$ cat src/rtl/seq_loop_pkg.sv
// Shared types for the sequential-loop tracker: FSM encoding, counter default and
// the per-edge event bundle decoded from the state stream.
package seq_loop_pkg;

   localparam int unsigned FSM_WIDTH_DEF = 2;
   localparam int unsigned CNT_WIDTH_DEF = 16;

   typedef enum logic [1:0] {
      IDLE    = 2'd0,
      IN_LOOP = 2'd1,
      DONE    = 2'd2
   } tracker_state_t;

   typedef struct packed {
      logic entry;
      logic restart;
      logic exit;
      logic post_hit;
   } loop_event_t;

endpackage

$ cat src/rtl/seq_loop_match.sv
// Combinational event decode: compares (prev_state, cur_state) against the loop
// descriptor and reports entry / restart / exit / post-state hits.
module seq_loop_match
   import seq_loop_pkg::*;
#(
   parameter int unsigned FSM_WIDTH = FSM_WIDTH_DEF
) (
   input  logic                 prev_valid,
   input  logic [FSM_WIDTH-1:0] prev_state,
   input  logic [FSM_WIDTH-1:0] cur_state,
   input  logic                 pre_states_valid,
   input  logic [FSM_WIDTH-1:0] pre_loop_state0,
   input  logic [2:0]           post_states_valid,
   input  logic [FSM_WIDTH-1:0] post_loop_state0,
   input  logic [FSM_WIDTH-1:0] post_loop_state1,
   input  logic [FSM_WIDTH-1:0] post_loop_state2,
   input  logic                 quit_states_valid,
   input  logic [FSM_WIDTH-1:0] quit_loop_state0,
   input  logic [FSM_WIDTH-1:0] loop_quit_state,
   input  logic [FSM_WIDTH-1:0] iter_start_state,
   input  logic                 iter_end_states_valid,
   input  logic [FSM_WIDTH-1:0] iter_end_state0,
   input  logic                 one_state_loop,
   input  logic                 one_state_block,
   output loop_event_t          evt_c
);

   logic at_start;
   logic prev_at_start;
   logic end_match;
   logic pre_ok;
   logic quit_ok;
   logic post_any;

   always_comb begin
      at_start      = (cur_state == iter_start_state);
      prev_at_start = (prev_state == iter_start_state);
      end_match     = one_state_block ? prev_at_start
                                      : (iter_end_states_valid && (prev_state == iter_end_state0));
      pre_ok        = !pre_states_valid || (prev_state == pre_loop_state0);
      quit_ok       = quit_states_valid ? (prev_state == quit_loop_state0)
                                        : (prev_state != loop_quit_state);
      post_any      = (post_states_valid[0] && (cur_state == post_loop_state0))
                   || (post_states_valid[1] && (cur_state == post_loop_state1))
                   || (post_states_valid[2] && (cur_state == post_loop_state2));

      // Nothing is meaningful until prev_state holds a real sample.
      evt_c          = '0;
      evt_c.entry    = prev_valid && at_start && !prev_at_start && pre_ok;
      evt_c.restart  = prev_valid && at_start && (one_state_loop ? prev_at_start : end_match);
      evt_c.exit     = prev_valid && (cur_state == loop_quit_state) && quit_ok;
      evt_c.post_hit = prev_valid && post_any;
   end

endmodule

$ cat src/rtl/seq_loop_tracker.sv
// Passive loop tracker: follows the DUT FSM state stream, reconstructs loop trips and
// iterations, counts them and raises sticky protocol-violation flags.
module seq_loop_tracker
   import seq_loop_pkg::*;
#(
   parameter int unsigned FSM_WIDTH = FSM_WIDTH_DEF,
   parameter int unsigned CNT_WIDTH = CNT_WIDTH_DEF
) (
   input  logic                 clock,
   input  logic                 reset,
   input  logic [FSM_WIDTH-1:0] cur_state,
   input  logic                 pre_states_valid,
   input  logic [FSM_WIDTH-1:0] pre_loop_state0,
   input  logic [2:0]           post_states_valid,
   input  logic [FSM_WIDTH-1:0] post_loop_state0,
   input  logic [FSM_WIDTH-1:0] post_loop_state1,
   input  logic [FSM_WIDTH-1:0] post_loop_state2,
   input  logic                 quit_states_valid,
   input  logic [FSM_WIDTH-1:0] quit_loop_state0,
   input  logic [FSM_WIDTH-1:0] loop_quit_state,
   input  logic [FSM_WIDTH-1:0] iter_start_state,
   input  logic                 iter_end_states_valid,
   input  logic [FSM_WIDTH-1:0] iter_end_state0,
   input  logic                 one_state_loop,
   input  logic                 one_state_block,
   input  logic                 finish,
   output logic                 loop_active,
   output logic                 iter_start_pulse,
   output logic                 iter_done_pulse,
   output logic                 loop_exit_pulse,
   output logic [CNT_WIDTH-1:0] iter_count,
   output logic [CNT_WIDTH-1:0] trip_count,
   output logic                 trip_valid,
   output logic                 err_illegal_exit,
   output logic                 err_unterminated,
   output logic                 err_overflow
);

   localparam logic [CNT_WIDTH-1:0] CNT_MAX = '1;

   tracker_state_t         state;
   tracker_state_t         state_next;
   logic [FSM_WIDTH-1:0]   prev_state;
   logic                   prev_valid;
   loop_event_t            evt;

   logic                   loop_active_d;
   logic                   iter_start_d;
   logic                   iter_done_d;
   logic                   loop_exit_d;
   logic [CNT_WIDTH-1:0]   iter_count_d;
   logic [CNT_WIDTH-1:0]   trip_count_d;
   logic                   trip_valid_d;
   logic                   err_illegal_exit_d;
   logic                   err_unterminated_d;
   logic                   err_overflow_d;

   seq_loop_match #(
      .FSM_WIDTH (FSM_WIDTH)
   ) u_match (
      .prev_valid            (prev_valid),
      .prev_state            (prev_state),
      .cur_state             (cur_state),
      .pre_states_valid      (pre_states_valid),
      .pre_loop_state0       (pre_loop_state0),
      .post_states_valid     (post_states_valid),
      .post_loop_state0      (post_loop_state0),
      .post_loop_state1      (post_loop_state1),
      .post_loop_state2      (post_loop_state2),
      .quit_states_valid     (quit_states_valid),
      .quit_loop_state0      (quit_loop_state0),
      .loop_quit_state       (loop_quit_state),
      .iter_start_state      (iter_start_state),
      .iter_end_states_valid (iter_end_states_valid),
      .iter_end_state0       (iter_end_state0),
      .one_state_loop        (one_state_loop),
      .one_state_block       (one_state_block),
      .evt_c                 (evt)
   );

   // FSM state register
   always_ff @(posedge clock or posedge reset) begin
      if (reset) begin
         state <= IDLE;
      end else begin
         state <= state_next;
      end
   end

   // Next state: finish wins everywhere; inside the loop exit > restart > post_hit
   always_comb begin
      state_next = state;
      if (finish) begin
         state_next = DONE;
      end else begin
         unique case (state)
            IDLE: begin
               if (evt.entry) state_next = IN_LOOP;
            end
            IN_LOOP: begin
               if (evt.exit)          state_next = IDLE;
               else if (evt.restart)  state_next = IN_LOOP;
               else if (evt.post_hit) state_next = IDLE;
            end
            DONE:    state_next = DONE;
            default: state_next = IDLE;
         endcase
      end
   end

   // Output / counter next values
   always_comb begin
      iter_start_d       = 1'b0;
      iter_done_d        = 1'b0;
      loop_exit_d        = 1'b0;
      iter_count_d       = iter_count;
      trip_count_d       = trip_count;
      trip_valid_d       = trip_valid;
      err_illegal_exit_d = err_illegal_exit;
      err_unterminated_d = err_unterminated;
      err_overflow_d     = err_overflow;

      if (finish) begin
         if (state == IN_LOOP) err_unterminated_d = 1'b1;
      end else begin
         unique case (state)
            IDLE: begin
               if (evt.entry) begin
                  iter_count_d = CNT_WIDTH'(1);
                  iter_start_d = 1'b1;
                  trip_valid_d = 1'b0;
               end
            end
            IN_LOOP: begin
               if (evt.exit) begin
                  iter_done_d  = 1'b1;
                  loop_exit_d  = 1'b1;
                  trip_count_d = iter_count;
                  trip_valid_d = 1'b1;
               end else if (evt.restart) begin
                  iter_done_d  = 1'b1;
                  iter_start_d = 1'b1;
                  // Saturate rather than wrap; the lost increment is flagged.
                  if (iter_count == CNT_MAX) begin
                     err_overflow_d = 1'b1;
                  end else begin
                     iter_count_d = iter_count + CNT_WIDTH'(1);
                  end
               end else if (evt.post_hit) begin
                  err_illegal_exit_d = 1'b1;
               end
            end
            default: ;
         endcase
      end

      loop_active_d = (state_next == IN_LOOP);
   end

   // Registered outputs and previous-state sample
   always_ff @(posedge clock or posedge reset) begin
      if (reset) begin
         prev_state       <= '0;
         prev_valid       <= 1'b0;
         loop_active      <= 1'b0;
         iter_start_pulse <= 1'b0;
         iter_done_pulse  <= 1'b0;
         loop_exit_pulse  <= 1'b0;
         iter_count       <= '0;
         trip_count       <= '0;
         trip_valid       <= 1'b0;
         err_illegal_exit <= 1'b0;
         err_unterminated <= 1'b0;
         err_overflow     <= 1'b0;
      end else begin
         prev_state       <= cur_state;
         prev_valid       <= 1'b1;
         loop_active      <= loop_active_d;
         iter_start_pulse <= iter_start_d;
         iter_done_pulse  <= iter_done_d;
         loop_exit_pulse  <= loop_exit_d;
         iter_count       <= iter_count_d;
         trip_count       <= trip_count_d;
         trip_valid       <= trip_valid_d;
         err_illegal_exit <= err_illegal_exit_d;
         err_unterminated <= err_unterminated_d;
         err_overflow     <= err_overflow_d;
      end
   end

endmodule
$ cat config.mk
export PLATFORM = sky130hd
export DESIGN_NAME = seq_loop_tracker
export DESIGN_NICKNAME = d
export VERILOG_FILES = /design/src/rtl/seq_loop_pkg.sv /design/src/rtl/seq_loop_match.sv /design/src/rtl/seq_loop_tracker.sv
export SDC_FILE = /design/constraint.sdc
export NUM_CORES = 1
export LEC_CHECK = 0
export CAP_MARGIN = 25
export CORE_MARGIN = 2
export CORE_UTILIZATION = 47
export DETAILED_ROUTE_END_ITERATION = 10
export GPL_TIMING_DRIVEN = 1
export PLACE_DENSITY_LB_ADDON = 0.3
export SETUP_SLACK_MARGIN = 0.05
export SLEW_MARGIN = 20
export SYNTH_ARGS = -nofsm -noshare
export SYNTH_HDL_FRONTEND = slang
export SYNTH_SLANG_ARGS = --single-unit
$ cat constraint.sdc
create_clock -name clock -period 2.61 [get_ports clock]
set_clock_uncertainty 0.15 [all_clocks]
set_input_delay 0.3915 -clock clock [delete_from_list [all_inputs] [get_ports clock]]
set_output_delay 0.3915 -clock clock [all_outputs]
set_load 0.01 [all_outputs]
Yosys cells after proc, flatten, opt, wreduce, memory -nomap -nowiden. Index checks and enable logic that the tools add are counted. W data, S select, Z words.

Add/subtract/negate cells: 1. Equality and inequality tests: 19. Mux-type cells: 28. Bitwise operators: 3. Reductions and logical operators: 24.

Operators by type and width (number): $mux W16 (4); $pmux W16 S2 (1); $eq A2 B2 Y1 (9); $add A16 B1 Y16 const B (1); $eq A16 B16 Y1 const B (1); $mux W1 (15); $logic_and A1 B1 Y1 (11); $mux W2 (5); $ne A2 B2 Y1 const B (5); $reduce_and A5 Y1 (2); $pmux W2 S3 (1); $reduce_and A6 Y1 (1); $eq A2 B1 Y1 const B (2); $pmux W1 S2 (2); $reduce_and A4 Y1 (1); $logic_or A1 B1 Y1 (3); $not A1 Y1 (3); $reduce_and A3 Y1 (1); $eq A2 B2 Y1 const B (1); $logic_not A1 Y1 (2); $logic_not A2 Y1 (1); $ne A2 B2 Y1 (1); $reduce_and A2 Y1 (1); $reduce_bool A2 Y1 (1).

Register bits after elaboration: 45. Output and inout port bits: 40. Word-level logic and storage cells: 88.

Logic depth before layout (Yosys ltp). Gate-level depths: netlist of the first run.

Depth in word-level cells: 11. Mapped depth: 9. Gate-level depth less buffers: 6.

Modules after synthesis. From an unflattened synthesis of the first run, not the netlist that was laid out.

Cells, all modules: 221. Area total of the unflattened synthesis: 2422.3 sq um.

Modules (own cells, without submodules): seq_loop_tracker (times used 1, cells an instance 180, area an instance 2075.7 sq um); seq_loop_match (times used 1, cells an instance 41, area an instance 346.6 sq um).

Worst setup path before layout of the first run. No wires, ideal clock.

Path kind: input to register. Start point: input cur_state[0]. End point: register trip_count[2]. Setup time: 0.125 ns. Data arrival time: 1.968 ns. Required time: 2.335 ns. Slack: 0.367 ns. Stages on the path: 8. Path through: buf_2 > xnor2_1 > nand3_1 > a211oi_2 > and3_1 > buf_2 > buf_4 > mux2_2.

Cells in the longest elaborated chain, start to end: 4.

RTL lines: from (decl) (line seq_loop_tracker.sv:11) `input logic [FSM_WIDTH-1:0] cur_state,`; $eq A2 B2 Y1 (line seq_loop_match.sv:51) `evt_c.exit = prev_valid && (cur_state == loop_quit_state) && quit_ok;`; $logic_and A1 B1 Y1 (2 in series) (line seq_loop_match.sv:51); $reduce_and A3 Y1 (no line); to (signal assigned) (line seq_loop_tracker.sv:183) `trip_count <= trip_count_d;`; to (decl) (line seq_loop_tracker.sv:32) `output logic [CNT_WIDTH-1:0] trip_count,`.

Every way passes these cells. A chain may end at the register's enable or synchronous reset.

Final worst setup path of the first run.
Start point: input cur_state[1]. End point: register iter_count[0].

Cells in the longest elaborated chain, start to end: 6.

RTL lines: $eq A2 B2 Y1 (line seq_loop_match.sv:36) `at_start = (cur_state == iter_start_state);`; $logic_and A1 B1 Y1 (line seq_loop_match.sv:49, seq_loop_match.sv:50); $logic_and A1 B1 Y1 (2 in series) (line seq_loop_match.sv:49) `evt_c.entry = prev_valid && at_start && !prev_at_start && pre_ok;`; $ne A2 B2 Y1 (no line); $reduce_and A6 Y1 (no line) *; to (signal assigned) (line seq_loop_tracker.sv:182) `iter_count <= iter_count_d;`; to (decl) (line seq_loop_tracker.sv:31) `output logic [CNT_WIDTH-1:0] iter_count,`.

Mark *: on every way between the ends. The rest lies on a longest branch, timed or not.

==> flow_metrics.tcl, run 1 <==
set metrics [dict create \
    yosys-top-cells-area "dfrtp_1, mux2_2, xnor2_1" \
    vias 1996 \
    yosysTopAreaCellShare 0.484 \
    grt_overflow 0 \
    ir_worst_vdd_mv 0.250 \
    portBuffers 68 \
    dp_hpwl_mm 3.93 \
    period_share 0.917 \
    path_class "in -> reg" \
    p_leak_nw 1.38 \
    fp.dieArea_um2 5530 \
    status "completed" \
    gr-usage-all-layers 0.204 \
    synthCells 217 \
    ys_types 42 \
    grt_antenna_before_repair 0 \
    yosysMostFrequentCell "dfrtp_1" \
    drive_gt1_frac 0.163 \
    synth-edff-count 0 \
    required_ns 2.65 \
    drt.antenna.violating_nets 0 \
    synthArstFlopShare 1.00 \
    ys_warn_count 0 \
    rsz0062_at_grt "no" \
    final.min_clock_period_ns 2.39 \
    hold_path_class "in -> async" \
    rows 25 \
    cts_hold_buf 0 \
    fp.dieH_um 74.4 \
    synth_largest_area_cell "dfrtp_1" \
    postCtsSetupBuffers 0 \
    grt_pass1_wl_mm 8.63 \
    clock-sinks 45 \
    ff2ff_path_depth 7 \
    firstDrtPassIters 4 \
    die_w_um 74.4 \
    cts_max_path_buffers 2 \
    maxCapViolations 0 \
    nets 329 \
    netlist_area_um2 2330 \
    yosysSeqAreaShare 0.484 \
    synth_fp_nets 247 \
    setup_ws_ns 0.216 \
    cp_max_fo 14 \
    synth_ff_type "dfrtp_1" \
    remaining_drc_errors 0 \
    cts.htree.levels 2 \
    coreArea_um2 4750 \
    path_clk_slew_ns 0.08 \
    p_per_area_nw_per_um2 423 \
    synth.avg_cell_area_um2 10.7 \
    ys_seq_elements 45 \
    cts_resized 0 \
    worstSetupEndpointType "flip-flop" \
    gp_congestion 0.812 \
    critPathArrivalTime_ns 2.43 \
    io_pins 69 \
    insertion_delay_ns 0.30 \
    grt_max_degree 46 \
    synth_commonest_cells "dfrtp_1, mux2_2, nand2_1" \
    startpoint_type "primary input" \
    place_ws_ns -0.104 \
    slew_viol_final 0 \
    viasPerCell 5.44 \
    drt_first_iter_violations 64 \
    cts_tree "built" \
    clock.fmax_mhz 418 \
    n_antenna_cell 0 \
    syn_to_final_growth_pct 42.0 \
    final_hold_viol_count 0 \
    cts_made_buffers 5 \
    wl_mm 5.17 \
    floorplan.initialDensity 0.489 \
    cts-root-buf "clkbuf_8" \
    fin_util 0.694 \
    setup_viol 0 \
    grt_pass1_vias 1942 \
    wl_per_cell_um 14.1 \
]
## cell families (layout without fill, tap and decap cells)
logic type / count (synthesis) / in the layout / synth area share
xor gates and xnor gates: 20 / 20 / 0.0785
AOI/OAI and AO/OA: 44 / 44 / 0.130
other: 1 / 1 / 0.00161
and+or+nand+nor: 72 / 72 / 0.179
adders and majority gates: 1 / 1 / 0.00538
muxes: 17 / 17 / 0.0823
buffers and inverters: 17 / 100 / 0.0393
DFF: 45 / 45 / 0.484
## final cells by class
type,instances,area [µm²]
fillers,384,1450
inverters,5,18.8
clock buffers,7,86.3
clock inverters,1,30.0
multi-input cells,155,1110
repair buffers,87,848
flip-flops and latches,45,1130
well taps,67,83.8
## state kept, by name, indices dropped and copies added, names as in the netlist
name,count
trip_count,16
iter_done_pulse,1
prev_valid,1
state,2
loop_exit_pulse,1
err_overflow,1
loop_active,1
prev_state,2
iter_start_pulse,1
err_unterminated,1
trip_valid,1
err_illegal_exit,1
iter_count,16
## through the flow
stage / std cells / setup TNS [ns] / area [µm²] / hold slack [ns] / total power [mW]
after CTS: 367 / 0 / 3300 / 0.303 / 1.41
after floorplan: 217 / 0 / 2330 / 0.273 / 0.789
after global placement: 359 / -0.412 / 3190 / 0.298 / 0.861
final: 367 / 0 / 3300 / 0.294 / 1.40
after detailed placement: 359 / -1.21 / 3190 / 0.305 / 0.864
after global routing: 367 / 0 / 3300 / 0.342 / 1.44
## cells in the final DEF, fill, tap and decap left out, types with 2 or more instances in the layout
cell type,count
a21o_1,2
dfrtp_1,45
buf_4,17
nor2_1,8
nor3_1,4
buf_12,2
o21ai_0,3
inv_1,4
clkbuf_8,6
mux2_2,17
o21a_1,3
and3_1,2
xor2_1,5
or4_1,12
clkdlybuf4s50_1,68
a21oi_1,14
and4_1,3
xnor2_1,14
o21ai_1,2
nand4_1,8
and2_1,3
nand2b_1,3
o31ai_1,12
nand2_1,15
nand3_1,8
## critical path: stages
cell and delay (ns):
clkdlybuf4s50_1 0.50, xor2_2 0.20, nor3_4 0.22, a31o_4 0.18, nand3_2 0.21, buf_4 0.24, nor2_1 0.13, mux2_2 0.35
## report_power, final
part           leakage, nW  total [mW]  internal [mW]  switching (mW)
logic                0.712       0.137         0.0797          0.0575
clock network       0.0585       0.550          0.312           0.238
registers            0.610       0.710          0.702         0.00819
## metal layers
layer / vias to the layer above / part of all wire / GRT usage
met1: 957 / 0.41 / 0.240
met2: 63 / 0.51 / 0.361
li1: 961 / - / -
met3: 15 / 0.050 / 0.0474
met5: - / 0 / 0
met4: 0 / 0.025 / 0.0774
## worst paths after layout
path                                               from                            to  slack [ns]
max reg2reg                     prev_state[1]$_DFF_PP0_     iter_count[0]$_DFFE_PP0P_        0.31
min reg2reg                err_illegal_exit$_DFFE_PP0P_  err_illegal_exit$_DFFE_PP0P_        0.32
max                                        cur_state[1]     iter_count[0]$_DFFE_PP0P_        0.22
max in group asynchronous                         reset            state[0]$_DFF_PP0_        1.81
min in group clock         err_illegal_exit$_DFFE_PP0P_  err_illegal_exit$_DFFE_PP0P_        0.32
min                                               reset     trip_count[9]$_DFFE_PP0P_        0.29
Note: power is estimated with default switching activity, not from simulation.
==> run 2, diff against run 1 <==
--- a/config.mk
+++ b/config.mk
@@ -7,8 +7,10 @@
 export LEC_CHECK = 0
 export CAP_MARGIN = 25
 export CORE_MARGIN = 2
-export CORE_UTILIZATION = 47
+export CORE_UTILIZATION = 49
+export CTS_BUF_LIST = sky130_fd_sc_hd__clkbuf_4
 export DETAILED_ROUTE_END_ITERATION = 10
+export GPL_ROUTABILITY_DRIVEN = 0
 export GPL_TIMING_DRIVEN = 1
 export PLACE_DENSITY_LB_ADDON = 0.3
 export SETUP_SLACK_MARGIN = 0.05
==> run 2 against run 1 <==
  * First-iteration DRC count increased by 110%
  * Utilization up 0.73 points
  * Setup slack improved by 0.018 ns
  * Clock-buffer cell count fell by 2
  * Sequential share of layout area grew 0.33 points
  * Non-clock buffer count grew 7
  * Routed wire length rose by 2.1%
  * Largest power group unchanged
  * Die area down 3.9%
  * Power decreased by 17%
  * Register-to-register slack lost 0.08 ns
  * Global-route usage increased by 1.1 points
  * Flip-flop and latch count did not move
==> flow_metrics.tcl, run 2 (synthesis results as in run 1) <==
set metrics [dict create \
    vias 1962 \
    fp.dieH_um 72.9 \
    gr-usage-all-layers 0.214 \
    portBuffers 68 \
    io_pins 69 \
    cts_made_buffers 5 \
    required_ns 2.75 \
    drt_first_iter_violations 133 \
    tns_ns 0 \
    hold_path_class "in -> async" \
    rsz0062_at_grt "no" \
    status "completed" \
    cts.htree.levels 2 \
    grt_max_degree 35 \
    grt_overflow 0 \
    grt_pass1_vias 1917 \
    n_antenna_cell 0 \
    p_leak_nw 1.38 \
    dp_hpwl_mm 4.05 \
    wl_per_cell_um 14.7 \
    fp.dieArea_um2 5310 \
    firstDrtPassIters 4 \
    period_share 0.910 \
    tightest_slew_ns 0.709 \
    layout_common_cells "clkdlybuf4s50_1, dfrtp_1, buf_4, mux2_2, nand2_1" \
    clock-sinks 45 \
    path_class "reg -> reg" \
    postLayoutCellArea_um2 3270 \
    path_clk_slew_ns 0.12 \
    slew_viol_final 0 \
    startpoint_type "flip-flop" \
    fin_util 0.702 \
    postCtsSetupBuffers 0 \
    worstSetupEndpointType "flip-flop" \
    cts_max_path_buffers 2 \
    viasPerCell 5.45 \
    clock.fmax_mhz 421 \
    maxCapViolations 0 \
    syn_to_final_growth_pct 40.6 \
    reg_top3 "iter_count: 16 flops, trip_count: 16 flops" \
    rows 25 \
    cts_tree "built" \
    grt_pass1_wl_mm 8.74 \
    cts_resized 0 \
    cts-root-buf "clkbuf_4" \
    final_hold_viol_count 0 \
    setup_viol 0 \
    placed_area_um2 3220 \
    max-slew-margin-rel 0.526 \
    p_per_area_nw_per_um2 356 \
    ir_worst_vdd_mv 0.223 \
    wl_mm 5.28 \
    cts_hold_buf 0 \
    critPathArrivalTime_ns 2.51 \
    insertion_delay_ns 0.35 \
    nets 336 \
    drive_gt1_frac 0.180 \
    remaining_drc_errors 0 \
    cp_max_fo 15 \
    coreArea_um2 4660 \
    final.min_clock_period_ns 2.38 \
    drt.antenna.violating_nets 0 \
    floorplan.initialDensity 0.499 \
    grt_antenna_before_repair 0 \
    die_w_um 72.9 \
    layout_commonest_cell "clkdlybuf4s50_1" \
]
## run 2: cell types whose count changed in the layout (fill, tap and decap cells not counted)
cell	before	now
buf_4	17	24
clkbuf_8	6	0
clkbuf_4	0	5
bufinv_16	1	0
clkbuf_1	1	0
clkinv_1	0	1
clkinvlp_4	0	1
## run 2: through the flow
stage | power (mW) | hold slack [ns] | setup slack (ns) | std cells
6_report | 1.16 | 0.313 | 0.234 | 360
5_1_grt | 1.21 | 0.348 | 0.121 | 360
4_1_cts | 1.18 | 0.317 | 0.212 | 360
3_5_place_dp | 0.862 | 0.301 | -0.125 | 353
3_3_place_gp | 0.860 | 0.299 | -0.0450 | 353
2_1_floorplan | 0.789 | 0.273 | 0.367 | 217
## run 2: area by class of cell
type | instances | area, µm²
Multi-Input combinational cell | 155 | 1110
Clock buffer | 5 | 37.5
Tap cell | 54 | 67.6
Sequential cell | 45 | 1130
Timing Repair Buffer | 94 | 901
Inverter | 5 | 18.8
Clock inverter | 2 | 11.3
Fill cell | 359 | 1390
## run 2: path summary, 6_finish.rpt
kind,depth (start not counted),to,slack (ns),from
worst max-delay path,6,iter_count[4]$_DFFE_PP0P_,0.23,prev_state[1]$_DFF_PP0_
worst min-delay path,2,trip_count[5]$_DFFE_PP0P_,0.31,reset
worst max register to register,6,iter_count[4]$_DFFE_PP0P_,0.23,prev_state[1]$_DFF_PP0_
worst min register to register,1,err_unterminated$_DFFE_PP0P_,0.32,err_unterminated$_DFFE_PP0P_
max in group asynchronous,3,iter_count[13]$_DFFE_PP0P_,1.43,reset
min in group clock,1,err_unterminated$_DFFE_PP0P_,0.32,err_unterminated$_DFFE_PP0P_
## run 2: routing by layer
metal	up-vias	track usage	part of all wire
li1	965	-	-
met1	933	0.260	0.42
met2	58	0.383	0.53
met3	6	0.0456	0.046
met4	0	0.0617	0.011
met5	-	0	0
## run 2: where the power goes
group	switching, mW	internal (mW)	total, mW
sequential	0.00786	0.703	0.711
combinational	0.0567	0.0795	0.136
clock	0.221	0.0971	0.318
## run 2: critical path, stage by stage (launching register included)
cell,delay [ns]
dfrtp_1,0.50
xor2_1,0.20
o21ai_1,0.27
a31o_4,0.20
nand3_2,0.25
or4_1,0.59
a21oi_1,0.15
==> run 3, diff against run 2 <==
--- a/config.mk
+++ b/config.mk
@@ -14,6 +14,7 @@
 export GPL_TIMING_DRIVEN = 1
 export PLACE_DENSITY_LB_ADDON = 0.3
 export SETUP_SLACK_MARGIN = 0.05
+export SKIP_CTS_REPAIR_TIMING = 1
 export SLEW_MARGIN = 20
 export SYNTH_ARGS = -nofsm -noshare
 export SYNTH_HDL_FRONTEND = slang
==> results of run 3 <==
The final DEF is identical to that of run 2; final timing and power are the same.
